[config.mk]
export PLATFORM = sky130hd
export DESIGN_NAME = eth_bringup_seq
export DESIGN_NICKNAME = d
export VERILOG_FILES = /design/src/rtl/eth_bringup_seq.sv
export SDC_FILE = /design/constraint.sdc
export NUM_CORES = 1
export LEC_CHECK = 0
export ABC_AREA = 1
export BUFFER_PORTS_ARGS = -buffer_cell sky130_fd_sc_hd__buf_2
export CELL_PAD_IN_SITES_DETAIL_PLACEMENT = 0
export CELL_PAD_IN_SITES_GLOBAL_PLACEMENT = 2
export CORE_ASPECT_RATIO = 1.1
export CORE_MARGIN = 4
export CORE_UTILIZATION = 38
export DETAILED_ROUTE_END_ITERATION = 6
export PLACE_DENSITY = 0.85
export SLEW_MARGIN = 25
export SYNTH_ARGS = -nofsm -noshare
export SYNTH_HDL_FRONTEND = slang
export SYNTH_SLANG_ARGS = --single-unit
[constraint.sdc]
create_clock -name c10_clk50m -period 3.39 [get_ports c10_clk50m]
set_clock_uncertainty 0.05 [all_clocks]
set_input_delay 0.678 -clock c10_clk50m [delete_from_list [all_inputs] [get_ports c10_clk50m]]
set_output_delay 0.678 -clock c10_clk50m [all_outputs]
set_load 0.02 [all_outputs]
[src/rtl/eth_bringup_seq.sv]
// eth_bringup_seq
//   Power-on and link-recovery sequencer for the 1G SFP Ethernet path.
//   It holds the PHY, the MAC/PTP datapath and the SoC in reset, then
//   releases them in order. A link loss resets only the MAC side. PHY
//   bring-up is retried a bounded number of times before it declares FAIL.
//
// Ports
//   c10_clk50m        in   system clock, 50 MHz
//   clean_rst_long_n  in   asynchronous active-low reset
//   link_up_i         in   per-port link status (asynchronous, synchronized here)
//   port_en_i         in   ports required to be up (quasi-static)
//   retry_i           in   asynchronous restart request, honoured only in FAIL
//   phy_rst_n_o       out  PHY reset, active-low
//   mac_rst_n_o       out  MAC/PTP/UDP datapath reset, active-low
//   soc_rst_n_o       out  SoC reset, active-low; stays released once released
//   state_o           out  current FSM state (debug view of the sequencer)
//   retry_cnt_o       out  failed bring-up attempts since last success
//   fail_o            out  high while in FAIL
//   link_lost_o       out  one-cycle pulse on the RUN to LINK_LOST transition
//
// All outputs are registered and are decoded from the next state, so they
// change on the same edge as state_o.
module eth_bringup_seq #(
  parameter int NUM_PORTS       = 2,
  parameter int RST_CYCLES      = 2500000,
  parameter int LINK_TIMEOUT    = 50000000,
  parameter int SETTLE_CYCLES   = 500000,
  parameter int MAC_HOLD_CYCLES = 1000,
  parameter int MAX_RETRY       = 3
) (
  input  logic                 c10_clk50m,
  input  logic                 clean_rst_long_n,
  input  logic [NUM_PORTS-1:0] link_up_i,
  input  logic [NUM_PORTS-1:0] port_en_i,
  input  logic                 retry_i,
  output logic                 phy_rst_n_o,
  output logic                 mac_rst_n_o,
  output logic                 soc_rst_n_o,
  output logic [2:0]           state_o,
  output logic [3:0]           retry_cnt_o,
  output logic                 fail_o,
  output logic                 link_lost_o
);

  typedef enum logic [2:0] {
    ST_RESET_HOLD = 3'd0,
    ST_PHY_WAIT   = 3'd1,
    ST_SETTLE     = 3'd2,
    ST_RUN        = 3'd3,
    ST_LINK_LOST  = 3'd4,
    ST_FAIL       = 3'd5
  } state_t;

  // The timer reads N-1 in the N-th cycle of a state, so each exit compares
  // against the last cycle index of the requested duration.
  localparam logic [31:0] RST_LAST    = 32'(RST_CYCLES - 1);
  localparam logic [31:0] LINK_LAST   = 32'(LINK_TIMEOUT - 1);
  localparam logic [31:0] SETTLE_LAST = 32'(SETTLE_CYCLES - 1);
  localparam logic [31:0] MAC_LAST    = 32'(MAC_HOLD_CYCLES - 1);
  localparam logic [3:0]  RETRY_MAX   = 4'(MAX_RETRY);

  logic [NUM_PORTS-1:0] link_meta, link_sync;
  logic                 retry_meta, retry_sync, retry_prev;
  logic                 links_ok, retry_edge;
  logic [31:0]          timer;
  state_t               state_q, state_d;
  logic [3:0]           retry_cnt_d, retry_inc;
  logic                 phy_d, mac_d, soc_d, fail_d, lost_d;

  // Two-stage synchronizers, plus one extra retry stage for edge detection.
  always_ff @(posedge c10_clk50m or negedge clean_rst_long_n) begin
    if (!clean_rst_long_n) begin
      link_meta  <= '0;
      link_sync  <= '0;
      retry_meta <= 1'b0;
      retry_sync <= 1'b0;
      retry_prev <= 1'b0;
    end else begin
      link_meta  <= link_up_i;
      link_sync  <= link_meta;
      retry_meta <= retry_i;
      retry_sync <= retry_meta;
      retry_prev <= retry_sync;
    end
  end

  // Disabled ports count as up, so an all-zero enable mask is always ok.
  assign links_ok   = &(link_sync | ~port_en_i);
  assign retry_edge = retry_sync & ~retry_prev;
  assign retry_inc  = (retry_cnt_o == 4'hF) ? 4'hF : retry_cnt_o + 4'd1;

  always_comb begin
    state_d     = state_q;
    retry_cnt_d = retry_cnt_o;
    case (state_q)
      ST_RESET_HOLD: begin
        if (timer == RST_LAST) state_d = ST_PHY_WAIT;
      end
      ST_PHY_WAIT: begin
        if (links_ok) begin
          state_d = ST_SETTLE;
        end else if (timer == LINK_LAST) begin
          retry_cnt_d = retry_inc;
          state_d     = (retry_inc == RETRY_MAX) ? ST_FAIL : ST_RESET_HOLD;
        end
      end
      ST_SETTLE: begin
        // A drop wins over completion in the same cycle.
        if (!links_ok) begin
          state_d = ST_PHY_WAIT;
        end else if (timer == SETTLE_LAST) begin
          state_d     = ST_RUN;
          retry_cnt_d = 4'd0;
        end
      end
      ST_RUN: begin
        if (!links_ok) state_d = ST_LINK_LOST;
      end
      ST_LINK_LOST: begin
        if (timer == MAC_LAST) state_d = ST_PHY_WAIT;
      end
      ST_FAIL: begin
        if (retry_edge) begin
          state_d     = ST_RESET_HOLD;
          retry_cnt_d = 4'd0;
        end
      end
      default: state_d = ST_RESET_HOLD;
    endcase

    // Output decode from the next state so outputs move with state_o.
    phy_d  = (state_d == ST_PHY_WAIT) || (state_d == ST_SETTLE) ||
             (state_d == ST_RUN) || (state_d == ST_LINK_LOST);
    mac_d  = (state_d == ST_RUN);
    soc_d  = soc_rst_n_o || (state_d == ST_RUN) || (state_d == ST_FAIL);
    fail_d = (state_d == ST_FAIL);
    lost_d = (state_q == ST_RUN) && (state_d == ST_LINK_LOST);
  end

  always_ff @(posedge c10_clk50m or negedge clean_rst_long_n) begin
    if (!clean_rst_long_n) begin
      state_q     <= ST_RESET_HOLD;
      timer       <= 32'd0;
      retry_cnt_o <= 4'd0;
      phy_rst_n_o <= 1'b0;
      mac_rst_n_o <= 1'b0;
      soc_rst_n_o <= 1'b0;
      fail_o      <= 1'b0;
      link_lost_o <= 1'b0;
    end else begin
      state_q     <= state_d;
      timer       <= (state_d != state_q) ? 32'd0 : timer + 32'd1;
      retry_cnt_o <= retry_cnt_d;
      phy_rst_n_o <= phy_d;
      mac_rst_n_o <= mac_d;
      soc_rst_n_o <= soc_d;
      fail_o      <= fail_d;
      link_lost_o <= lost_d;
    end
  end

  assign state_o = state_q;

endmodule

==> results.cfg, run 1 <==
[final_layout]
layout.nets = 460
drive_gt1_frac = 0.113
final_area_um2 = 3350
n_fill_cell = 869
insertedDiodeCount = 0
syn2layout_area_growth_pct = 9.48

[floorplanning]
pin_count = 19
die_area_um2 = 9560
dieHeight_um = 102
core_um2 = 7870
rows = 34
start_util = 0.389
dieWidth_um = 93.6

[route]
drt-vias-per-instance = 4.63
drc = 0
vias = 2593
wl_per_cell_um = 13.3
drtIter0Drc = 127
drt-pass1-iter-count = 4
antenna_left = 0
wirelength_mm = 7.44

[placement]
port_buffers = 18
gp_congestion = 0.820
hpwl_mm = 5.90
dpl_cell_area_um2 = 3260

[logic_synthesis]
ys_warn_count = 0
synth_area_um2 = 3060
syn_avg_cell_area_um2 = 7.14
synth.distinct_cells = 26
synth_seq_cells = 51
synth_nets = 438
syn_inst = 429
ys_seq_area_frac = 0.417

[power]
power_density_nw_per_um2 = 452
ir_worst_vdd_mv = 0.279
leakage_nw = 1.56

[grt]
grt_pass1_wl_mm = 13.0
grt_pass1_vias = 2645
antenna_found_initial = 0
gr-total-overflow = 0
grt_use_total = 0.173
grt_max_degree = 33

[setup_path]
rrSetupSlack_ps = 880
arrival_ps = 2690
cpPeakStageDelay_ps = 380
path_max_fanout = 32
reg2reg_depth = 13
reg2reg_to = timer[17]
worstSetupStartpointType = flop
r2r_start = timer[0]
path_common_cell = nand2_2
critPathKind = flop to flop
cp_data_required_time_ps = 3570
path_cells = ha_1 -> nand2_2 -> nor2_4 -> nand3_1 -> nor2_1 -> nand2_1 -> nand2_1 -> nand3_2 -> nand2_2 -> nand2_2 -> nand2_2 -> nand3_4 -> nor2_1
worst_setup_path_end_kind = flop
slowest_stage = dfrtp_1

[timing]
slew_viol_final = 0
rsz0062_at_grt = no
fin_setup_tns_ps = 0
finalSetupViolCount = 0
maxSlewHeadroom = 0.402
post-route-min-period_ps = 2510
final_hold_viol_count = 0
max_freq_ghz = 0.398
period_share = 0.741
worst_pin_slew_ps = 884

[clock_network]
clkSlewWorstSetupHoldPaths_ps = 110
post_cts_buffers = 0
ctsResizeCount = 0
clockBufferDepth = 2
clock-sinks = 51
insertion_delay_ps = 310
numCtsBuffers = 5
cts_root_buffer = clkbuf_8
hold_buffers = 0
cts_tree = done
cts_max_level = 2

[min_path]
hp-class = primary input to async pin

[run]
drv_cap = 0

[run_status]
status = finished clean
## registers in the layout, summed over array words and instances (netlist names)
register and flops:
link_lost_o 1, link_meta 2, link_sync 2, retry_cnt_o 4
state_o 3, timer 32, fail_o 1, mac_rst_n_o 1
retry_meta 1, phy_rst_n_o 1, soc_rst_n_o 1, retry_prev 1
retry_sync 1
## critical path: cells and delay by family (launching register included)
family        cells  cell delay (ps)
flops             1              380
simple gates     12             1780
fa+ha+maj         1              200
## layout make-up
type,instances,area [um^2],share of cell area
well taps,108,135,0.0403
multi-input cells,308,1500,0.447
repair buffers,19,97.6,0.0291
inverters,66,248,0.0739
clock inverters,3,27.5,0.00821
clock buffers,5,68.8,0.0205
flip-flops and latches,51,1280,0.381
## through the flow
step	std cells	util	hold WS (ps)	setup WS, ps	total power (W)
CTS	560	0.426	313	858	0.00155
global route	560	0.426	322	572	0.00164
finish	560	0.426	294	879	0.00152
detailed placement	552	0.414	289	734	0.00116
floorplan	429	-	281	1310	0.00107
global placement	552	0.414	283	846	0.00116
## synth_stat cells
| master | instances | area share |
|---|---|---|
| o22ai_1 | 1 | 0.0020 |
| o31ai_1 | 1 | 0.0025 |
| buf_6 | 3 | 0.011 |
| inv_1 | 65 | 0.080 |
| o21ai_0 | 7 | 0.011 |
| nand3_1 | 25 | 0.041 |
| nand2_1 | 104 | 0.13 |
| nand3_4 | 1 | 0.0057 |
| xor2_1 | 25 | 0.072 |
| nor3_1 | 15 | 0.025 |
| inv_2 | 1 | 0.0012 |
| nor4_1 | 2 | 0.0041 |
| nor2_2 | 13 | 0.027 |
| o21ai_1 | 1 | 0.0016 |
| nand2_2 | 5 | 0.010 |
| nor4b_1 | 1 | 0.0029 |
| nor2_1 | 87 | 0.11 |
| nand3_2 | 1 | 0.0033 |
| nor3_2 | 1 | 0.0033 |
| a21oi_1 | 2 | 0.0033 |
| ha_1 | 2 | 0.0082 |
| xnor2_1 | 2 | 0.0057 |
| dfrtp_1 | 51 | 0.42 |
| buf_2 | 1 | 0.0016 |
| nor2_4 | 2 | 0.0074 |
| nand4_1 | 10 | 0.020 |
## routing by layer
| metal | part of all wire | vias up | track usage |
|---|---|---|---|
| met3 | 0.027 | 6 | 0.0287 |
| li1 | - | 1357 | - |
| met1 | 0.50 | 1197 | 0.243 |
| met2 | 0.46 | 33 | 0.284 |
| met5 | 0 | - | 0 |
| met4 | 0.0083 | 0 | 0.0367 |
## worst max path at each step
stage,from,endpoint,slack [ps],depth (start not counted)
finish,timer[0],timer[17],880,13
global route,timer[0],timer[25],570,13
CTS,timer[0],timer[17],860,13
detailed placement,port_en_i[1],timer[17],730,11
global placement,port_en_i[1],timer[11],850,11
floorplan,port_en_i[1],timer[6],1310,12
## placed cells by master, fill, tap and decap left out
| cell type | synthesis | routed |
|---|---|---|
| nor3_2 | 1 | 1 |
| nor2_1 | 87 | 87 |
| nor2_4 | 2 | 2 |
| nor2_2 | 13 | 13 |
| xnor2_1 | 2 | 2 |
| ha_1 | 2 | 2 |
| nor3_1 | 15 | 15 |
| buf_4 | 0 | 1 |
| nor4b_1 | 1 | 1 |
| inv_6 | 0 | 1 |
| o21ai_1 | 1 | 1 |
| nand4_1 | 10 | 10 |
| o22ai_1 | 1 | 1 |
| inv_8 | 0 | 1 |
| a21oi_1 | 2 | 2 |
| clkinvlp_4 | 0 | 1 |
| dfrtp_1 | 51 | 51 |
| nor4_1 | 2 | 2 |
| inv_2 | 1 | 1 |
| inv_1 | 65 | 65 |
| nand2_2 | 5 | 5 |
| nand3_4 | 1 | 1 |
| xor2_1 | 25 | 25 |
| nand3_1 | 25 | 25 |
| buf_2 | 1 | 18 |
| o31ai_1 | 1 | 1 |
| o21ai_0 | 7 | 7 |
| nand3_2 | 1 | 1 |
| clkbuf_8 | 0 | 5 |
| nand2_1 | 104 | 104 |
## cell families after synthesis
kind of cell | after synthesis | synth area share
compound gates | 12 | 0.0208
buf+inv | 70 | 0.0936
fa+ha+maj | 2 | 0.00817
simple gates | 267 | 0.383
flops | 51 | 0.417
xor+xnor | 27 | 0.0772
## power by group
group / switching, W / internal, W
Sequential: 0.0000580 / 0.000668
Clock: 0.000230 / 0.000154
Combinational: 0.000271 / 0.000136
Total: 0.000559 / 0.000958
Power figures use the tool's default switching activity.
==> run 2: changes to the inputs <==
CORE_UTILIZATION = 35   (was 38)
PLACE_DENSITY = 0.8   (was 0.85)
clock period = 2.39 ns   (was 3.39 ns; I/O delays follow)
==> results.cfg, run 2 (synthesis results as in run 1) <==
[setup_path]
arrival_ps = 2370
slowest_stage = dfrtp_1
r2r_start = timer[0]
worst_setup_path_end_kind = flop
critPathKind = flop to flop
cp_data_required_time_ps = 2570
cpPeakStageDelay_ps = 380
reg2reg_to = timer[25]
worstSetupStartpointType = flop
reg2reg_depth = 14
path_cells = ha_1 -> nand2_2 -> nor2_4 -> nand3_1 -> nor2_1 -> nand2_1 -> nand2_1 -> nand3_2 -> nand2_2 -> nand2_2 -> nand2_2 -> nand3_4 -> buf_12 -> nor2_1
path_common_cell = nand2_2
path_max_fanout = 13
rrSetupSlack_ps = 210

[power]
leakage_nw = 1.63
p_total_w = 0.00228
power_density_nw_per_um2 = 656
ir_worst_vdd_mv = 0.220

[clock_network]
numCtsBuffers = 5
cts_root_buffer = clkbuf_8
insertion_delay_ps = 300
clkSlewWorstSetupHoldPaths_ps = 90
cts_max_level = 2
cts_tree = done
hold_buffers = 0
clockBufferDepth = 2
clock-sinks = 51

[final_layout]
most-common-layout-cells = nand2_1, nor2_1, inv_1
insertedDiodeCount = 0
layout_commonest_cell = nand2_1
layout.nets = 474
largest_register = timer
utilization = 0.411
n_fill_cell = 901
syn2layout_area_growth_pct = 13.4
drive_gt1_frac = 0.140
final_area_um2 = 3470
largest_reg_flops = 32

[timing]
fin_setup_tns_ps = 0
period_share = 0.914
max_freq_ghz = 0.458
worst_pin_slew_ps = 691
slew_viol_final = 0
final_hold_viol_count = 0
setup_ws_ps = 206
rsz0062_at_grt = no
finalSetupViolCount = 0
maxSlewHeadroom = 0.536
post-route-min-period_ps = 2180

[grt]
antenna_found_initial = 0
grt_pass1_vias = 2557
grt_max_degree = 52
grt_pass1_wl_mm = 12.9
gr-total-overflow = 0
grt_use_total = 0.157

[floorplanning]
rows = 35
die_area_um2 = 10300
pin_count = 19
dieWidth_um = 97.2
dieHeight_um = 106
start_util = 0.362
core_um2 = 8450

[route]
drt-vias-per-instance = 4.57
drt-pass1-iter-count = 5
drc = 0
wirelength_mm = 7.92
vias = 2630
drtIter0Drc = 77
wl_per_cell_um = 13.8
antenna_left = 0

[placement]
gp_congestion = 0.809
port_buffers = 18
dpl_cell_area_um2 = 3330
hpwl_mm = 6.12
dpl_worst_slack_ps = -53.6

[run_status]
status = finished clean

[min_path]
holdPathEnd = retry_meta
holdPathStages = 1
hp-class = primary input to flop
min-delay-start = retry_i

[run]
drv_cap = 0
## run 2: changes by cell type in the layout (fill, tap and decap cells not counted)
cell / before / now
buf_4: 1 / 13
buf_12: 0 / 2
inv_6: 1 / 0
inv_8: 1 / 0
nand2_1: 104 / 103
nand2_2: 5 / 6
nand3_1: 25 / 24
nand3_2: 1 / 2
## run 2: layer usage
layer / share of wire / vias up / GRT usage
met3: 0.020 / 4 / 0.0230
li1: - / 1382 / -
met1: 0.47 / 1218 / 0.204
met4: 0.0095 / 0 / 0.0512
met2: 0.50 / 26 / 0.267
met5: 0 / - / 0
## run 2: timing repair
action                     CTS  global route
gates resized for setup      0             2
setup endpoints to repair    0            25
setup buffers                0             8
## run 2: cell type report
type / count / area (um^2) / share of cell area
sequential: 51 / 1280 / 0.367
clock inverter: 1 / 7.51 / 0.00216
multi-input combinational: 308 / 1510 / 0.434
clock buffer: 5 / 68.8 / 0.0198
timing repair buffer: 33 / 228 / 0.0656
inverter: 66 / 248 / 0.0713
tap: 111 / 139 / 0.0400
## run 2: how the worst max path moves through the flow
stage / startpoint / end / slack (ps)
3_5_place_dp: port_en_i[1] / timer[25] / -50
4_1_cts: timer[0] / timer[25] / 90
5_1_grt: retry_cnt_o[1] / timer[21] / 20
2_1_floorplan: retry_cnt_o[0] / timer[9] / 430
3_3_place_gp: port_en_i[1] / timer[0] / -50
6_report: timer[0] / timer[25] / 210
## run 2: power by group
part           switching, W  total, W  internal, W
Combinational      0.000437  0.000769     0.000332
Sequential        0.0000821   0.00103     0.000948
Clock              0.000282  0.000477     0.000195
Total              0.000801   0.00228      0.00148
## run 2: critical path: cells and delay by family (launching register included)
| kind | cells | cell delay, ps |
|---|---|---|
| flip-flops | 1 | 380 |
| AND/OR/NAND/NOR | 12 | 1260 |
| buffers and inverters | 1 | 200 |
| adder cells (fa/ha/maj) | 1 | 210 |
## run 2: through the flow
step | cells | hold WS (ps)
after floorplan | 429 | 132
after global placement | 561 | 284
after detailed placement | 561 | 286
after CTS | 567 | 213
after global routing | 575 | 205
final | 575 | 226
==> run 3: changes to the inputs <==
CORE_UTILIZATION = 31   (was 35)
PLACE_DENSITY = 0.75   (was 0.8)
clock period = 1.8 ns   (was 2.39 ns; I/O delays follow)
==> results.cfg, run 3 (synthesis results as in run 1) <==
[run_status]
status = complete, but fails checks
failed_checks = setup timing

[placement]
port_buffers = 18
hpwl_mm = 6.95
place_inst = 666
gp_congestion = 0.850

[setup_path]
arrival_ps = 2230
cp_data_required_time_ps = 1960
worst_setup_path_end_kind = flop
slowest_stage = dfrtp_1
path_max_fanout = 6
path_cells = ha_4 -> nand2_4 -> nor2_4 -> buf_4 -> nand2_2 -> nor2_4 -> buf_4 -> buf_4 -> buf_4 -> buf_4 -> buf_4 -> buf_4 -> xor2_1 -> nor2_1
cpPeakStageDelay_ps = 430
worstSetupStartpointType = flop
critPathKind = flop to flop
path_common_cell = buf_4

[grt]
antenna_found_initial = 0
grt_pass1_wl_mm = 14.9
met2_usage = 0.294
grt_most_used_layer = met2
grt_util_met3 = 0.0205
grt_use_total = 0.163
grt_max_degree = 52
use_met1 = 0.205
grt_pass1_vias = 3154
gr-total-overflow = 0

[route]
drc = 0
wirelength_mm = 9.05
drt-pass1-iter-count = 4
vias = 3132
antenna_left = 0
drtIter0Drc = 108
wl_per_cell_um = 13.1
drt-vias-per-instance = 4.54

[final_layout]
most-common-layout-cells = buf_4, nand2_1, inv_1
largest_register = timer
layout.nets = 581
utilization = 0.486
insertedDiodeCount = 0
syn2layout_area_growth_pct = 50.7
layout_commonest_cell = buf_4
fin_cells = 690
drive_gt1_frac = 0.398
largest_reg_flops = 32

[floorplanning]
start_util = 0.323
pin_count = 19
rows = 37
dieWidth_um = 103
core_um2 = 9490
dieHeight_um = 112
die_area_um2 = 11500

[clock_network]
numCtsBuffers = 5
cts_root_buffer = clkbuf_8
clockBufferDepth = 2
cts_max_level = 2
cts_tree = done
clkSlewWorstSetupHoldPaths_ps = 100
insertion_delay_ps = 310
clock-sinks = 51

[timing]
slew_viol_final = 0
holdWs_ps = 93.9
post-route-min-period_ps = 2060
setup_ws_ps = -263
max_freq_ghz = 0.485
fin_setup_tns_ps = -6190
maxSlewHeadroom = 0.785
worst_pin_slew_ps = 320
final_hold_viol_count = 0
finalSetupViolCount = 35
period_share = 1.15
rsz0062_at_grt = yes

[run]
drv_cap = 0

[power]
ir_worst_vdd_mv = 0.369
power_density_nw_per_um2 = 792
leakage_nw = 2.23

[min_path]
hp-class = primary input to flop
-- run 3: metal layers --
layer / vias up / share of wire
met5: - / 0
met2: 31 / 0.52
met4: 0 / 0.014
met1: 1490 / 0.44
met3: 9 / 0.018
li1: 1602 / -
-- run 3: timing repair --
item	in CTS	in global routing
cloned	0	2
hold endpoints to repair	51	0
hold buffers	1	0
pin swaps	15	5
gates resized for setup	29	41
setup buffers	10	6
setup endpoints to repair	40	41
-- run 3: worst max-delay path: cells and delay by family, from the launching register on --
kind / cells / cell delay [ps]
simple gates: 5 / 320
flops: 1 / 430
fa+ha+maj: 1 / 190
xor+xnor: 1 / 120
buf+inv: 7 / 850
-- run 3: power breakdown --
group / leakage, nW / internal [W] / switching (W) / total, W
registers: 0.677 / 0.00126 / 0.000108 / 0.00137
logic: 1.49 / 0.000675 / 0.000752 / 0.00143
clock network: 0.0587 / 0.000423 / 0.000431 / 0.000854
total: 2.23 / 0.00236 / 0.00129 / 0.00365
-- run 3: per-stage QoR --
step	instance area [um^2]	power [W]	setup slack (ps)
after floorplan	3100	0.00206	-50.1
after global placement	4120	0.00254	-256
after detailed placement	4120	0.00256	-318
after CTS	4400	0.00345	-204
after global routing	4610	0.00387	-369
final	4610	0.00365	-263
-- run 3: worst paths after layout --
check	startpoint	to	slack, ps	cells past startpoint
max in group asynchronous	clean_rst_long_n	retry_cnt_o[1]	920	3
setup reg to reg	timer[0]	timer[12]	-260	14
hold reg to reg	link_meta[1]	link_sync[1]	310	0
hold / removal	link_up_i[0]	link_meta[0]	90	1
min in group asynchronous	clean_rst_long_n	timer[3]	510	3
setup / recovery	timer[0]	timer[12]	-260	14
-- run 3: final cells by class --
cell class	count	area, um^2
multi-input combinational	308	1740
tap	117	146
sequential	51	1280
clock inverter	3	47.5
inverter	66	248
clock buffer	5	68.8
timing repair buffer	140	1080
fill	964	4880
